==> src/rtl/pes_prbs_pkg.sv <==
// pes_prbs_pkg: constants and types shared by the x^4+x^3+1 PRBS generator
// and checker. The generator and the checker both derive their feedback
// from PRBS_ORDER and the two tap positions defined here.
package pes_prbs_pkg;

  // Polynomial order and tap positions within the history register
  // (bit 0 = newest bit): b[n] = b[n-4] ^ b[n-3].
  localparam int PRBS_ORDER = 4;
  localparam int TAP_HI     = 3;
  localparam int TAP_LO     = 2;

  // Checker synchronisation state.
  typedef enum logic {
    HUNT   = 1'b0,
    LOCKED = 1'b1
  } prbs_state_t;

  // Next bit of the sequence predicted from the last PRBS_ORDER bits.
  function automatic logic prbs_predict(input logic [PRBS_ORDER-1:0] hist);
    return hist[TAP_HI] ^ hist[TAP_LO];
  endfunction

endpackage

==> src/rtl/pes_prbs_predictor.sv <==
// pes_prbs_predictor: history shift register, fill counter and bit
// prediction for the PRBS checker.
// Ports:
//   clk, rst       : clock, asynchronous active-high reset
//   i_bit_in       : received serial bit
//   i_bit_valid    : i_bit_in is valid this cycle
//   o_cmp          : a comparison is made this cycle (valid bit, history full)
//   o_mis          : received bit differs from the prediction
//   o_hist_zero    : history holds all zeros (degenerate stream)
module pes_prbs_predictor
  import pes_prbs_pkg::*;
(
  input  logic clk,
  input  logic rst,
  input  logic i_bit_in,
  input  logic i_bit_valid,
  output logic o_cmp,
  output logic o_mis,
  output logic o_hist_zero
);

  logic [PRBS_ORDER-1:0] r_hist;
  logic [2:0]            r_fill;
  logic                  w_full;
  logic                  w_pred;

  // Shift each valid bit into the history and count the initial fill.
  always_ff @(posedge clk or posedge rst) begin
    if (rst) begin
      r_hist <= '0;
      r_fill <= 3'd0;
    end else if (i_bit_valid) begin
      r_hist <= {r_hist[PRBS_ORDER-2:0], i_bit_in};
      if (!w_full) begin
        r_fill <= r_fill + 3'd1;
      end
    end
  end

  // Prediction and compare qualifiers from the current history.
  always_comb begin
    w_full      = (r_fill == 3'(PRBS_ORDER));
    w_pred      = prbs_predict(r_hist);
    o_cmp       = i_bit_valid & w_full;
    o_mis       = (i_bit_in != w_pred);
    o_hist_zero = (r_hist == '0);
  end

endmodule

==> config.mk <==
export PLATFORM = sky130hd
export DESIGN_NAME = pes_prbs_predictor
export DESIGN_NICKNAME = d
export VERILOG_FILES = /design/src/rtl/pes_prbs_pkg.sv /design/src/rtl/pes_prbs_predictor.sv
export SDC_FILE = /design/constraint.sdc
export NUM_CORES = 1
export LEC_CHECK = 0
export CORE_AREA = 2 2 39 41
export DETAILED_ROUTE_END_ITERATION = 8
export DIE_AREA = 0 0 41 43
export HOLD_SLACK_MARGIN = 0.08
export SLEW_MARGIN = 15
export SYNTH_ARGS = -nofsm -noshare
export SYNTH_HDL_FRONTEND = slang
export SYNTH_SLANG_ARGS = --single-unit
==> constraint.sdc <==
create_clock -name clk -period 2.3 [get_ports clk]
set_input_delay 0.46 -clock clk [delete_from_list [all_inputs] [get_ports clk]]
set_output_delay 0.46 -clock clk [all_outputs]
set_load 0.03 [all_outputs]
==> results of run 1 <==
## registers in the layout, indices dropped and copies added, names as in the netlist
| register | cells |
|---|---|
| r_fill | 3 |
| r_hist | 4 |
## worst paths after layout
kind | end | slack (ns)
hold / removal | r_hist[2]$_DFFE_PP0P_ | 0.45
setup reg to reg | r_fill[1]$_DFFE_PP0P_ | 1.03
max in group asynchronous | r_fill[1]$_DFFE_PP0P_ | 1.64
min in group clk | r_hist[3]$_DFFE_PP0P_ | 0.49
setup / recovery | o_cmp | 0.36
hold reg to reg | r_hist[3]$_DFFE_PP0P_ | 0.49
## through the flow
| step | cell area (um2) | power [mW] |
|---|---|---|
| after floorplan | 365 | 0.340 |
| after detailed placement | 432 | 0.388 |
| after global routing | 463 | 0.541 |
| after CTS | 458 | 0.507 |
| after global placement | 432 | 0.385 |
| final | 463 | 0.496 |
## area by class of cell
cell class | instances | area (um2) | share of cell area, %
tap | 16 | 20.0 | 4.32
timing repair buffer | 6 | 62.6 | 13.5
sequential | 7 | 175 | 37.8
inverter | 5 | 18.8 | 4.05
multi-input combinational | 18 | 160 | 34.6
clock buffer | 4 | 26.3 | 5.68
## per-layer routing
metal	global-route usage, %	share of wire [%]	vias up
met5	0	0	-
met2	10.6	40	6
met4	10.0	5.2	0
met3	4.71	5.2	4
li1	-	-	120
met1	11.0	49	101
## worst max-delay path, cell delays in order
cell,delay (ns)
clkdlybuf4s50_1,0.66
and3_1,0.21
buf_4,0.15
## cells in the final DEF (no fill, tap or decap)
| cell type | Yosys | final |
|---|---|---|
| o21ai_0 | 2 | 2 |
| clkdlybuf4s50_1 | 0 | 3 |
| buf_4 | 0 | 1 |
| nor2b_1 | 1 | 1 |
| dlymetal6s2s_1 | 0 | 2 |
| nor3b_1 | 1 | 1 |
| dfrtp_1 | 7 | 7 |
| mux2_2 | 2 | 2 |
| a31oi_1 | 1 | 1 |
| inv_1 | 5 | 5 |
| a21boi_4 | 1 | 1 |
| nand2_1 | 2 | 2 |
| xnor2_1 | 1 | 1 |
| a21oi_1 | 1 | 1 |
| mux2_4 | 1 | 1 |
| clkbuf_1 | 0 | 1 |
| xor2_1 | 1 | 1 |
| and3_1 | 1 | 1 |
| clkbuf_4 | 0 | 3 |
| ha_1 | 3 | 3 |
## report_power, final
group	leakage (nW)	switching [mW]	total [mW]	internal, mW
Clock	0.0150	0.0484	0.115	0.0664
Combinational	0.147	0.0921	0.191	0.0991
Sequential	0.0825	0.0289	0.190	0.161
Total	0.244	0.169	0.496	0.327
## what timing repair did
| action | 4_1_cts | 5_1_grt |
|---|---|---|
| setup endpoints to repair | 0 | 2 |
| gates resized for setup | 0 | 2 |
| setup buffers | 0 | 0 |
## kinds of logic (layout without fill, tap and decap cells)
kind of cell,after synthesis,in the layout,share of synthesized area [%]
xor gates and xnor gates,2,2,4.80
buffers and inverters,6,15,8.22
AOI/OAI and AO/OA,5,5,11.0
muxes,3,3,10.3
and+or+nand+nor,5,5,7.54
adders and majority gates,3,3,10.3
DFF,7,7,47.9
==> run summary, run 1 <==
status -> complete, no violations
Synth area leaders -> dfrtp_1, ha_1, mux2_2, a21boi_4, inv_1
R2R depth -> 4
Post-synth EDFFs -> 0
crit-path max FO -> 10
ys async rst share -> 100%
DP Wirelength -> 391 um
via count -> 231
Hold Path Class -> in2async
Avg WL per Cell -> 9.95 um
top cells by count, synth -> dfrtp_1, inv_1, ha_1
Die Area -> 1760 um2
Setup crit start -> i_bit_valid
MaxCap Viol Count -> 0
TritonCTS clock tree -> done
Slew @ Worst Pin -> 0.326 ns
Syn Area/Cell -> 11.8 um2
RR Startpoint -> r_fill[0]$_DFFE_PP0P_
worst-skew pair later-pin latency -> 0.25 ns
Final period util -> 84.4%
total track usage -> 9.26%
number of I/O port buffers -> 6
Core ar. -> 1380 um2
post-route setup TNS -> 0 ns
drt pass-1 iters -> 2
total CTS buffers -> 3
gpl congestion -> 0.696
LEAKAGE -> 0.244 nW
Routed Antenna Nets -> 0
io pins -> 7
# DRC -> 0
initial antenna violation count -> 0
area leader, netlist -> dfrtp_1
number of global-route vias before repair -> 223
pre-CTS WS -> 0.0694 ns
# rows -> 14
fin nets -> 48
setup violators final -> 0
Root Driver -> clkbuf_4
hold buffers post-CTS -> 0
n_diodes -> 0
FMAX -> 0.515 GHz
CTS Buffer Depth -> 2
area delta synth->final -> 26.7%
placed cells -> 52
first-pass GRT wire length -> 945 um
layout cell share with drive strength beyond 1 -> 20.0%
Worst setup SP type -> primary input
fillcell total -> 145
Crit path required time -> 1.84 ns
CTS clock-pin slew for the worst setup and hold paths -> 0.05 ns
Crit. End Element -> primary output
register bit total from synthesis -> 7
Net Count, Synth -> 38
minimum clock period after layout -> 1.94 ns
critical path arrival -> 1.48 ns
Initial Utilization -> 26.4%
Fin. Hold Viols -> 0
YS warnings -> 0
Max-Slew Margin vs Limit -> 78.2%
Post-Synthesis Cells -> 31
top-count cell post-synth -> dfrtp_1
Syn Std Cell Area -> 365 um2
max-slew violations -> 0
Setup Skew -> 0.000202 ns
die span in x -> 41 um
Netlist cell types -> 16
final non-filler cell total -> 56
PD cells -> 1070 nW/um2
final worst slack -> 0.360 ns
CTS HTree Levels -> 1
dominant synthesized flop cell -> dfrtp_1
initial DRC count -> 2
final wirelength -> 557 um
top cell type's share of synthesized area -> 47.9%
Num Clock Sinks -> 7
worst IR drop on VDD -> 0.000303 V
largest net degree at the start of global routing -> 11
sequential cell area fraction in the yosys report -> 47.9%
total gr overflow -> 0
CP Class -> in2out
Die Height -> 43 um
Hold WS -> 0.446 ns
Via density -> 4.13
Finished Core Util -> 33.5%
RSZ-0062 raised after global routing -> false
(Power assumes the default switching activity.)
==> inputs of run 2 (changes only) <==
Clock period 2.3 ns to 1.7 ns, I/O delays scaled along.
==> run summary, run 2 (synthesis gave the netlist of run 1 again) <==
number of I/O port buffers -> 6
minimum clock period after layout -> 1.62 ns
post-route setup TNS -> 0 ns
# DRC -> 0
sw frac -> 35.9%
hold buffers post-CTS -> 0
Core ar. -> 1380 um2
worst-skew pair later-pin latency -> 0.25 ns
share of total power in combinational logic -> 41.5%
RSZ-0062 raised after global routing -> false
DP Wirelength -> 483 um
Psw -> 0.260 mW
pre-CTS WS -> 0.134 ns
post-CTS sizing -> 0
total CTS buffers -> 3
Worst setup SP type -> flip-flop
first-pass GRT wire length -> 1.07 mm
LEAKAGE -> 0.226 nW
final wirelength -> 673 um
drt pass-1 iters -> 2
CP Class -> reg2out
die span in x -> 41 um
Top Registers -> r_hist (4), r_fill (3)
worst IR drop on VDD -> 0.000391 V
Int Pwr -> 0.464 mW
layout cell share with drive strength beyond 1 -> 29.3%
fillcell total -> 139
Crit. End Element -> primary output
CTS clock-pin slew for the worst setup and hold paths -> 0.06 ns
total track usage -> 10.4%
Via density -> 4.25
area delta synth->final -> 29.5%
Initial Utilization -> 26.4%
setup violators final -> 0
number of global-route vias before repair -> 222
largest net degree at the start of global routing -> 8
initial DRC count -> 2
io pins -> 7
# rows -> 14
PD cells -> 1530 nW/um2
most frequent cells in the layout -> dfrtp_1, inv_1, buf_4, clkbuf_4, clkdlybuf4s50_1
Hold Path Class -> in2async
CTS Buffer Depth -> 2
Routed Antenna Nets -> 0
Setup Skew -> 0.00166 ns
Avg WL per Cell -> 11.8 um
critical path arrival -> 1.28 ns
via count -> 242
Final period util -> 95.0%
max FFs per register -> 4
status -> complete, no violations
total gr overflow -> 0
gpl congestion -> 0.649
FMAX -> 0.619 GHz
Final Power -> 0.724 mW
CTS HTree Levels -> 1
Flop pwr share -> 36.6%
Slew @ Worst Pin -> 0.285 ns
n_diodes -> 0
Die Height -> 43 um
Max-Slew Margin vs Limit -> 81.0%
TritonCTS clock tree -> done
fin nets -> 49
MaxCap Viol Count -> 0
final worst slack -> 0.0843 ns
Fin. Hold Viols -> 0
commonest non-fill, non-tap cell in the layout -> dfrtp_1
postcts setup bufs -> 0
Num Clock Sinks -> 7
crit-path max FO -> 2
Clock Power Share -> 21.9%
initial antenna violation count -> 0
Crit path required time -> 1.36 ns
largest reg by FF count -> r_hist
Die Area -> 1760 um2
max-slew violations -> 0
Root Driver -> clkbuf_4
==> run 2: critical path: stages, from the launching register on <==
cell and delay, ns:
dfrtp_1 0.34, inv_1 0.05, ha_1 0.29, xor2_1 0.16, buf_4 0.18
==> run 2: power groups by stage <==
stage | combinational, mW | clock (mW) | sequential [mW]
after CTS | 0.263 | 0.169 | 0.263
final | 0.301 | 0.159 | 0.265
after global routing | 0.333 | 0.187 | 0.272
after detailed placement | 0.263 | 0 | 0.266
after floorplan | 0.209 | 0 | 0.251
after global placement | 0.262 | 0 | 0.261
==> run 2: final cells by class <==
type / instances / area (um2) / area share [%]
Tap cell: 16 / 20.0 / 4.23
Timing Repair Buffer: 7 / 60.1 / 12.7
Sequential cell: 7 / 175 / 37.0
Inverter: 5 / 18.8 / 3.97
Multi-Input combinational cell: 18 / 173 / 36.5
Clock buffer: 4 / 26.3 / 5.56
==> run 2: through the flow <==
stage	area, um2	std cells	utilization (%)	hold slack, ns
after floorplan	365	31	-	0.143
after global placement	434	53	31.4	0.460
after detailed placement	434	53	31.4	0.507
after CTS	460	57	33.3	0.322
after global routing	473	57	34.2	0.344
final	473	57	34.2	0.325
==> run 2: worst paths after layout <==
path | slack, ns | cells past startpoint | startpoint | to
min in group clk | 0.50 | 2 | r_hist[2]$_DFFE_PP0P_ | r_hist[3]$_DFFE_PP0P_
max reg2reg | 0.45 | 4 | r_fill[0]$_DFFE_PP0P_ | r_fill[1]$_DFFE_PP0P_
max | 0.08 | 4 | r_hist[2]$_DFFE_PP0P_ | o_mis
min | 0.33 | 2 | rst | r_fill[1]$_DFFE_PP0P_
max in group asynchronous | 1.15 | 2 | rst | r_hist[0]$_DFFE_PP0P_
min reg2reg | 0.50 | 2 | r_hist[2]$_DFFE_PP0P_ | r_hist[3]$_DFFE_PP0P_
==> run 2: layer usage <==
layer | up-vias | part of all wire [%] | track usage, %
met5 | - | 0 | 0
met4 | 0 | 0 | 12.0
met3 | 0 | 5.3 | 6.28
met2 | 4 | 51 | 12.2
met1 | 119 | 44 | 11.1
li1 | 119 | - | -
